==> src/rtl/cmd_master_mux.sv <==
// Single-host command-bus master: decodes the upper address bits into one of
// NUM_SLAVES command channels, with ack timeout, error response and error count.
module cmd_master_mux #(
  parameter int HOST_ADDR_BITS         = 32,
  parameter int HOST_ADDR_BITS_FOR_SEL = 2,
  parameter int HOST_DATA_BITS         = 32,
  parameter int NUM_SLAVES             = 3,
  parameter int TIMEOUT_CYCLES         = 64,
  parameter logic [HOST_DATA_BITS-1:0] ERR_DATA = 32'hDEAD_BEEF
) (
  input  logic                                        i_sysclk,
  input  logic                                        i_srst,
  input  logic                                        i_host_sel,
  input  logic                                        i_host_rd_wr_n,
  input  logic [HOST_ADDR_BITS-1:0]                   i_host_byte_addr,
  input  logic [HOST_DATA_BITS-1:0]                   i_host_wdata,
  output logic                                        o_host_ack,
  output logic                                        o_host_err,
  output logic [HOST_DATA_BITS-1:0]                   o_host_rdata,
  output logic                                        o_host_busy,
  output logic [NUM_SLAVES-1:0]                       o_cmd_sel,
  output logic                                        o_cmd_rd_wr_n,
  output logic [HOST_ADDR_BITS-HOST_ADDR_BITS_FOR_SEL-1:0] o_cmd_addr,
  output logic [HOST_DATA_BITS-1:0]                   o_cmd_wdata,
  input  logic [NUM_SLAVES-1:0]                       i_cmd_ack,
  input  logic [NUM_SLAVES*HOST_DATA_BITS-1:0]        i_cmd_rdata,
  output logic [15:0]                                 o_err_count
);

  localparam int SW = HOST_ADDR_BITS_FOR_SEL;
  localparam int AW = HOST_ADDR_BITS - HOST_ADDR_BITS_FOR_SEL;
  localparam int DW = HOST_DATA_BITS;
  localparam int CW = $clog2(TIMEOUT_CYCLES);
  localparam logic [CW-1:0] CNT_LAST = CW'(TIMEOUT_CYCLES - 1);
  localparam logic [SW:0]   NUM_SEL  = (SW+1)'(NUM_SLAVES);

  typedef enum logic [1:0] {IDLE, ACCESS, RESP} state_t;

  state_t          state, state_n;
  logic            pending, pending_n;
  logic [CW-1:0]   cnt, cnt_n;
  logic            host_ack_n, host_err_n, host_busy_n, cmd_rd_wr_n_n;
  logic [DW-1:0]   host_rdata_n, cmd_wdata_n;
  logic [NUM_SLAVES-1:0] cmd_sel_n;
  logic [AW-1:0]   cmd_addr_n;
  logic [15:0]     err_count_n;

  logic [SW-1:0]   idx_in;
  logic            mapped;
  logic [NUM_SLAVES-1:0] onehot;
  logic            ack_hit;
  logic [DW-1:0]   sel_rdata;
  logic [15:0]     err_count_inc;

  // Decode of the incoming request and of the currently selected channel
  always_comb begin
    idx_in    = i_host_byte_addr[HOST_ADDR_BITS-1 -: SW];
    mapped    = ({1'b0, idx_in} < NUM_SEL);
    onehot    = '0;
    sel_rdata = '0;
    for (int k = 0; k < NUM_SLAVES; k++) begin
      onehot[k] = (idx_in == SW'(k));
      if (o_cmd_sel[k]) sel_rdata = i_cmd_rdata[k*DW +: DW];
    end
    ack_hit       = |(i_cmd_ack & o_cmd_sel);
    err_count_inc = (o_err_count == 16'hFFFF) ? o_err_count : o_err_count + 16'd1;
  end

  always_comb begin
    state_n        = state;
    pending_n      = pending;
    cnt_n          = cnt;
    host_ack_n     = 1'b0;
    host_err_n     = o_host_err;
    host_rdata_n   = o_host_rdata;
    host_busy_n    = o_host_busy;
    cmd_sel_n      = o_cmd_sel;
    cmd_rd_wr_n_n  = o_cmd_rd_wr_n;
    cmd_addr_n     = o_cmd_addr;
    cmd_wdata_n    = o_cmd_wdata;
    err_count_n    = o_err_count;
    case (state)
      IDLE: begin
        if (i_host_sel) begin
          host_busy_n   = 1'b1;
          cmd_rd_wr_n_n = i_host_rd_wr_n;
          cmd_addr_n    = i_host_byte_addr[AW-1:0];
          cmd_wdata_n   = i_host_wdata;
          cnt_n         = '0;
          if (mapped) begin
            cmd_sel_n = onehot;
            state_n   = ACCESS;
          end else begin
            // Unmapped accesses spend one extra RESP cycle so the ack lands
            // on the same cycle a zero-wait slave would produce it.
            pending_n = 1'b1;
            state_n   = RESP;
          end
        end
      end
      ACCESS: begin
        if (ack_hit) begin
          host_ack_n   = 1'b1;
          host_err_n   = 1'b0;
          host_rdata_n = o_cmd_rd_wr_n ? sel_rdata : '0;
          cmd_sel_n    = '0;
          state_n      = RESP;
        end else if (cnt == CNT_LAST) begin
          host_ack_n   = 1'b1;
          host_err_n   = 1'b1;
          host_rdata_n = ERR_DATA;
          err_count_n  = err_count_inc;
          cmd_sel_n    = '0;
          state_n      = RESP;
        end else begin
          cnt_n = cnt + 1'b1;
        end
      end
      RESP: begin
        if (pending) begin
          pending_n    = 1'b0;
          host_ack_n   = 1'b1;
          host_err_n   = 1'b1;
          host_rdata_n = ERR_DATA;
          err_count_n  = err_count_inc;
        end else begin
          host_busy_n = 1'b0;
          state_n     = IDLE;
        end
      end
      default: begin
        state_n = IDLE;
      end
    endcase
  end

  always_ff @(posedge i_sysclk) begin
    if (i_srst) begin
      state         <= IDLE;
      pending       <= 1'b0;
      cnt           <= '0;
      o_host_ack    <= 1'b0;
      o_host_err    <= 1'b0;
      o_host_rdata  <= '0;
      o_host_busy   <= 1'b0;
      o_cmd_sel     <= '0;
      o_cmd_rd_wr_n <= 1'b1;
      o_cmd_addr    <= '0;
      o_cmd_wdata   <= '0;
      o_err_count   <= '0;
    end else begin
      state         <= state_n;
      pending       <= pending_n;
      cnt           <= cnt_n;
      o_host_ack    <= host_ack_n;
      o_host_err    <= host_err_n;
      o_host_rdata  <= host_rdata_n;
      o_host_busy   <= host_busy_n;
      o_cmd_sel     <= cmd_sel_n;
      o_cmd_rd_wr_n <= cmd_rd_wr_n_n;
      o_cmd_addr    <= cmd_addr_n;
      o_cmd_wdata   <= cmd_wdata_n;
      o_err_count   <= err_count_n;
    end
  end

endmodule

==> config.mk <==
export PLATFORM = sky130hd
export DESIGN_NAME = cmd_master_mux
export DESIGN_NICKNAME = d
export VERILOG_FILES = /design/src/rtl/cmd_master_mux.sv
export SDC_FILE = /design/constraint.sdc
export NUM_CORES = 1
export LEC_CHECK = 0
export CAP_MARGIN = 5
export CORE_MARGIN = 3
export CORE_UTILIZATION = 40
export DETAILED_ROUTE_END_ITERATION = 7
export GPL_ROUTABILITY_DRIVEN = 1
export PLACE_DENSITY = 0.91
export SLEW_MARGIN = 15
export SYNTH_ARGS = -nofsm -noshare
export SYNTH_HDL_FRONTEND = slang
export SYNTH_SLANG_ARGS = --single-unit
==> constraint.sdc <==
create_clock -name i_sysclk -period 2.9 [get_ports i_sysclk]
set_input_delay 0.29 -clock i_sysclk [delete_from_list [all_inputs] [get_ports i_sysclk]]
set_output_delay 0.29 -clock i_sysclk [all_outputs]
set_load 0.01 [all_outputs]
Word level (Yosys, flattened, before mapping)

Index checks and enable logic that the tools add are counted.

Register bits after elaboration: 126
Input port bits: 167
Output and inout bits: 117
Word-level logic and storage cells: 87

Add/sub/neg operators: 2
Magnitude comparators: 1
Eq/ne operators: 15
Mux-type cells: 42
Bitwise logic cells: 1
Reductions and logical operators: 14

Operators with widths:

| cell                                          | count |
|---|---|
| 2-to-1 mux 32 bit                             | 7 |
| 2-to-1 mux 16 bit                             | 4 |
| case mux 32 bit (2 select lines)              | 1 |
| case mux 16 bit (2 select lines)              | 1 |
| 2-to-1 mux 6 bit                              | 3 |
| adder 16 x 1 -> 16 bit, second input constant | 1 |
| == test 16 bit, second input constant         | 1 |
| inequality test 2 bit, second input constant  | 8 |
| 2-to-1 mux 3 bit                              | 4 |
| case mux 6 bit (2 select lines)               | 1 |
| AND reduction 3 bit                           | 4 |
| AND reduction 4 bit                           | 3 |
| 2-to-1 mux 1 bit                              | 10 |
| 2-to-1 mux 2 bit                              | 5 |
| case mux 1 bit (2 select lines)               | 4 |
| adder 6 x 1 -> 6 bit, second input constant   | 1 |
| == test 6 bit, second input constant          | 1 |
| case mux 2 bit (3 select lines)               | 1 |
| case mux 3 bit (2 select lines)               | 1 |
| nonzero test 2 bit                            | 3 |
| == test 2 x 1 -> 1 bit, second input constant | 2 |
| == test 2 bit, second input constant          | 2 |
| zero test 2 bit                               | 2 |
| AND 3 bit                                     | 1 |
| 4 further kinds                               | 4 |

Depth between registers and ports, before layout

Word-level depth: 6
Gate-level depth with buffers: 8
Depth with buffers taken out: 7

Least setup slack after synthesis

OpenSTA, ideal clock, no wires.

Path kind: flip-flop to flip-flop
Start: reg o_err_count[0]
End: reg o_err_count[5]
Library setup time: 123 ps
Arrival: 2033 ps
Required time: 2777 ps
Slack: 744 ps
Cell stages (with the launch flop): 7
Path buffers: 0
Period minus slack after synthesis: 2156 ps
Path through: dfxtp_1 -> ha_1 -> and2_1 -> nor4b_1 -> a211oi_4 -> nand4_1 -> mux2_1

Longest elaborated chain between the ends: 5
Elaborated cells between the ends (all ways): 7
Those cells by class: 1 x add/sub; 1 x eq/ne; 5 x mux

RTL lines:

| what                                                     | RTL line | text |
|---|---|---|
| start, declared                                          | 27       | `output logic [15:0] o_err_count` |
| start signal, assigned                                   | 163      | `o_err_count <= err_count_n;` |
| adder 16 x 1 -> 16 bit or == test 16 bit (tied branches) | 66       | `err_count_inc = (o_err_count == 16'hFFFF) ? o_err_count : o_err_count + 16'd1;` |
| 2-to-1 mux 16 bit *                                      | 66       |  |
| 2-to-1 mux 16 bit                                        | 108      | `end else if (cnt == CNT_LAST) begin` |
| 2-to-1 mux 16 bit                                        | 102      | `if (ack_hit) begin` |
| case mux 16 bit (2 select lines) *                       | 82       | `case (state)` |

Every way passes the cells marked *; elsewhere a longest branch is shown, timed or not. The select of a mux whose other input is x is not followed.
A chain may end at the register's enable or synchronous reset.

Worst setup path in the final report

Start: reg o_err_count[0]
End: reg o_err_count[8]

Same word-level chain as after synthesis.

==> impl_metrics.ini <==
[sta]
setup_viol = 0
whs_ns = 0.3090
fin_skew_ns = 0.005701
fin_crit_ns = 2.365
relSlewSlack_pct = 46.88
setup_slack_ns = 0.5346
timing.final.crit_share_pct = 81.57
hold_viol_final = 0
slew_violations = 0
fin_tns_setup_ns = 0
max_slew.worst_pin.slew_ns = 0.7857
rsz0062_at_grt = no
max_freq_mhz = 422.8

[placement]
hpwl_um = 13520
pre_cts_slack_ns = 0.3873
gp_congestion = 0.8247
io_buffers = 283
placed_cells = 1147
post_dp_cell_area_um2 = 8516

[clock_tree]
cts-resized-gates = 0
holdBufCountCts = 0
clkLatencyLatePin_ns = 0.41
post_cts_buffers = 0
cts_inserted_buffers = 17
clock-sinks = 126
cts_tree = done
clk_pin_slew_ns = 0.06
cts_root_buf = clkbuf_16
htreeDepth = 4
clk_path_buf_depth = 2

[synthesis]
synth_top_area_share_pct = 45.47
syn_area_um2 = 5548
ys.flop_type = dfxtp_1
synth_edf_count = 0
ys_warn_count = 0
synth-seq-area-share_pct = 45.47
ys_async_sr_fraction_pct = 0
synth_top_area_cell = dfxtp_1
ys_ff_latch = 126
netlist_instances = 732
syn_area_per_cell_um2 = 7.579
synth_fp_nets = 904
synthTopCellsByArea = dfxtp_1, nand2_1, a21oi_1
ys_types = 46

[die]
core_area_um2 = 13400
die-area_um2 = 15320
die_x_um = 123.8
rows = 42
die_h_um = 123.8
start_util_pct = 41.40
pin_count = 284

[global_routing]
grt_pass1_vias = 5749
antenna_found_initial = 0
grt_max_degree = 67
grt_pass1_wl_um = 28080
gr-total-overflow = 0
grt_usage_pct = 23.29

[route]
met2_length_um = 9494
postRouteAntennaNets = 0
remaining_drc_errors = 0
vias_per_cell = 5.201
wl_per_cell_um = 15.57
drt-initial-drc-count = 439
firstDrtPassIters = 4
vias = 6132
drt_wl_total_um = 18350
met3_length_um = 1619
wl_met1_um = 6961
top_layer = met4

[power_and_ir_drop]
power_frac_comb_pct = 38.3
internal-power_mw = 4.858
power_mw = 7.320
powerDensity_nw_per_um2 = 801.7
sequentialPowerShare_pct = 32.0
peakVddDrop_uv = 419.7
pwr-share-clk_pct = 29.7
switching_share_pct = 33.63
leakagePower_nw = 3.334
p_switching_mw = 2.462

[critical_path]
crit_arrival_ns = 2.66
path_max_fanout = 10
critPathLaunchType = flop
endpoint_kind = flop
required_ns = 3.19
crit_type = reg -> reg

[layout]
most-common-layout-cells = clkdlybuf4s50_1, nand2_1, dfxtp_1, a21oi_1, o21ai_0
drive_gt1_share_pct = 5.882
fin_area_um2 = 9131
final_common_cell = clkdlybuf4s50_1
fin_cells = 1179
areaGrowthSynthToFinish_pct = 64.59
final_nets = 1162
fin_util_pct = 68.14
num-fill-cells = 1070
diodes = 0

[worst_hold_path]
hold_class = in -> reg

[job]
cap_violations = 0

[outcome]
status = finished clean
[synth_stat cells (6+ instances only)]
| cell | count |
|---|---|
| nor2_1 | 48 |
| a22oi_1 | 32 |
| nand4_1 | 7 |
| nand3_1 | 25 |
| dfxtp_1 | 126 |
| clkbuf_1 | 44 |
| buf_1 | 11 |
| nor2b_1 | 8 |
| xnor2_1 | 6 |
| a21oi_1 | 112 |
| nand2_1 | 183 |
| and2_1 | 7 |
| o21ai_0 | 59 |
[power by group through the flow]
stage | logic [mW] | registers [mW] | clock network, mW
4_1_cts | 2.81 | 2.34 | 2.23
3_3_place_gp | 2.75 | 2.35 | 0
6_report | 2.80 | 2.34 | 2.18
5_1_grt | 3.06 | 2.39 | 2.31
2_1_floorplan | 1.23 | 2.54 | 0
3_5_place_dp | 2.80 | 2.37 | 0
[kinds of logic after synthesis]
family	share of synthesized area, %
xor gates and xnor gates	0.9472
AOI/OAI and AO/OA	23.03
and+or+nand+nor	23.21
muxes	1.962
DFF	45.47
adders and majority gates	1.128
buffers and inverters	4.263
[path summary, 6_finish.rpt]
check	slack, ns	endpoint	cells past startpoint	startpoint
max	0.53	o_err_count[8]	6	o_err_count[0]
min	0.31	o_err_count[0]	2	i_srst
max reg2reg	0.53	o_err_count[8]	6	o_err_count[0]
min reg2reg	0.45	o_host_rdata[24]	2	o_host_rdata[24]
[worst max-delay path: stages, from the launching register on]
cell and delay, ns:
dfxtp_1 0.43, ha_1 0.24, and2_1 0.17, nor4b_1 0.66, a211oi_4 0.23, nand4_1 0.17, mux2_1 0.34
[area by class of cell]
cell class / count / area, um^2 / share of cell area, %
Inverter: 5 / 18.77 / 0.2055
Multi-Input combinational cell: 545 / 2795 / 30.61
Clock buffer: 19 / 452.9 / 4.960
Timing Repair Buffer: 295 / 2958 / 32.39
Sequential cell: 126 / 2524 / 27.64
Clock inverter: 13 / 162.7 / 1.781
Tap cell: 176 / 220.2 / 2.412
[layer usage]
| layer | track usage (%) | vias to the layer above |
|---|---|---|
| met5 | 0 | - |
| met4 | 7.958 | 0 |
| met3 | 7.993 | 25 |
| met2 | 42.11 | 243 |
| met1 | 25.22 | 2835 |
| li1 | - | 3029 |
[registers in the layout, summed over array words and instances, names as in the netlist]
register,count
cnt,6
o_cmd_addr,30
o_cmd_rd_wr_n,1
o_cmd_sel,3
o_cmd_wdata,32
o_err_count,16
o_host_ack,1
o_host_busy,1
o_host_err,1
o_host_rdata,32
pending,1
state,2
Power figures use the tool's default switching activity.
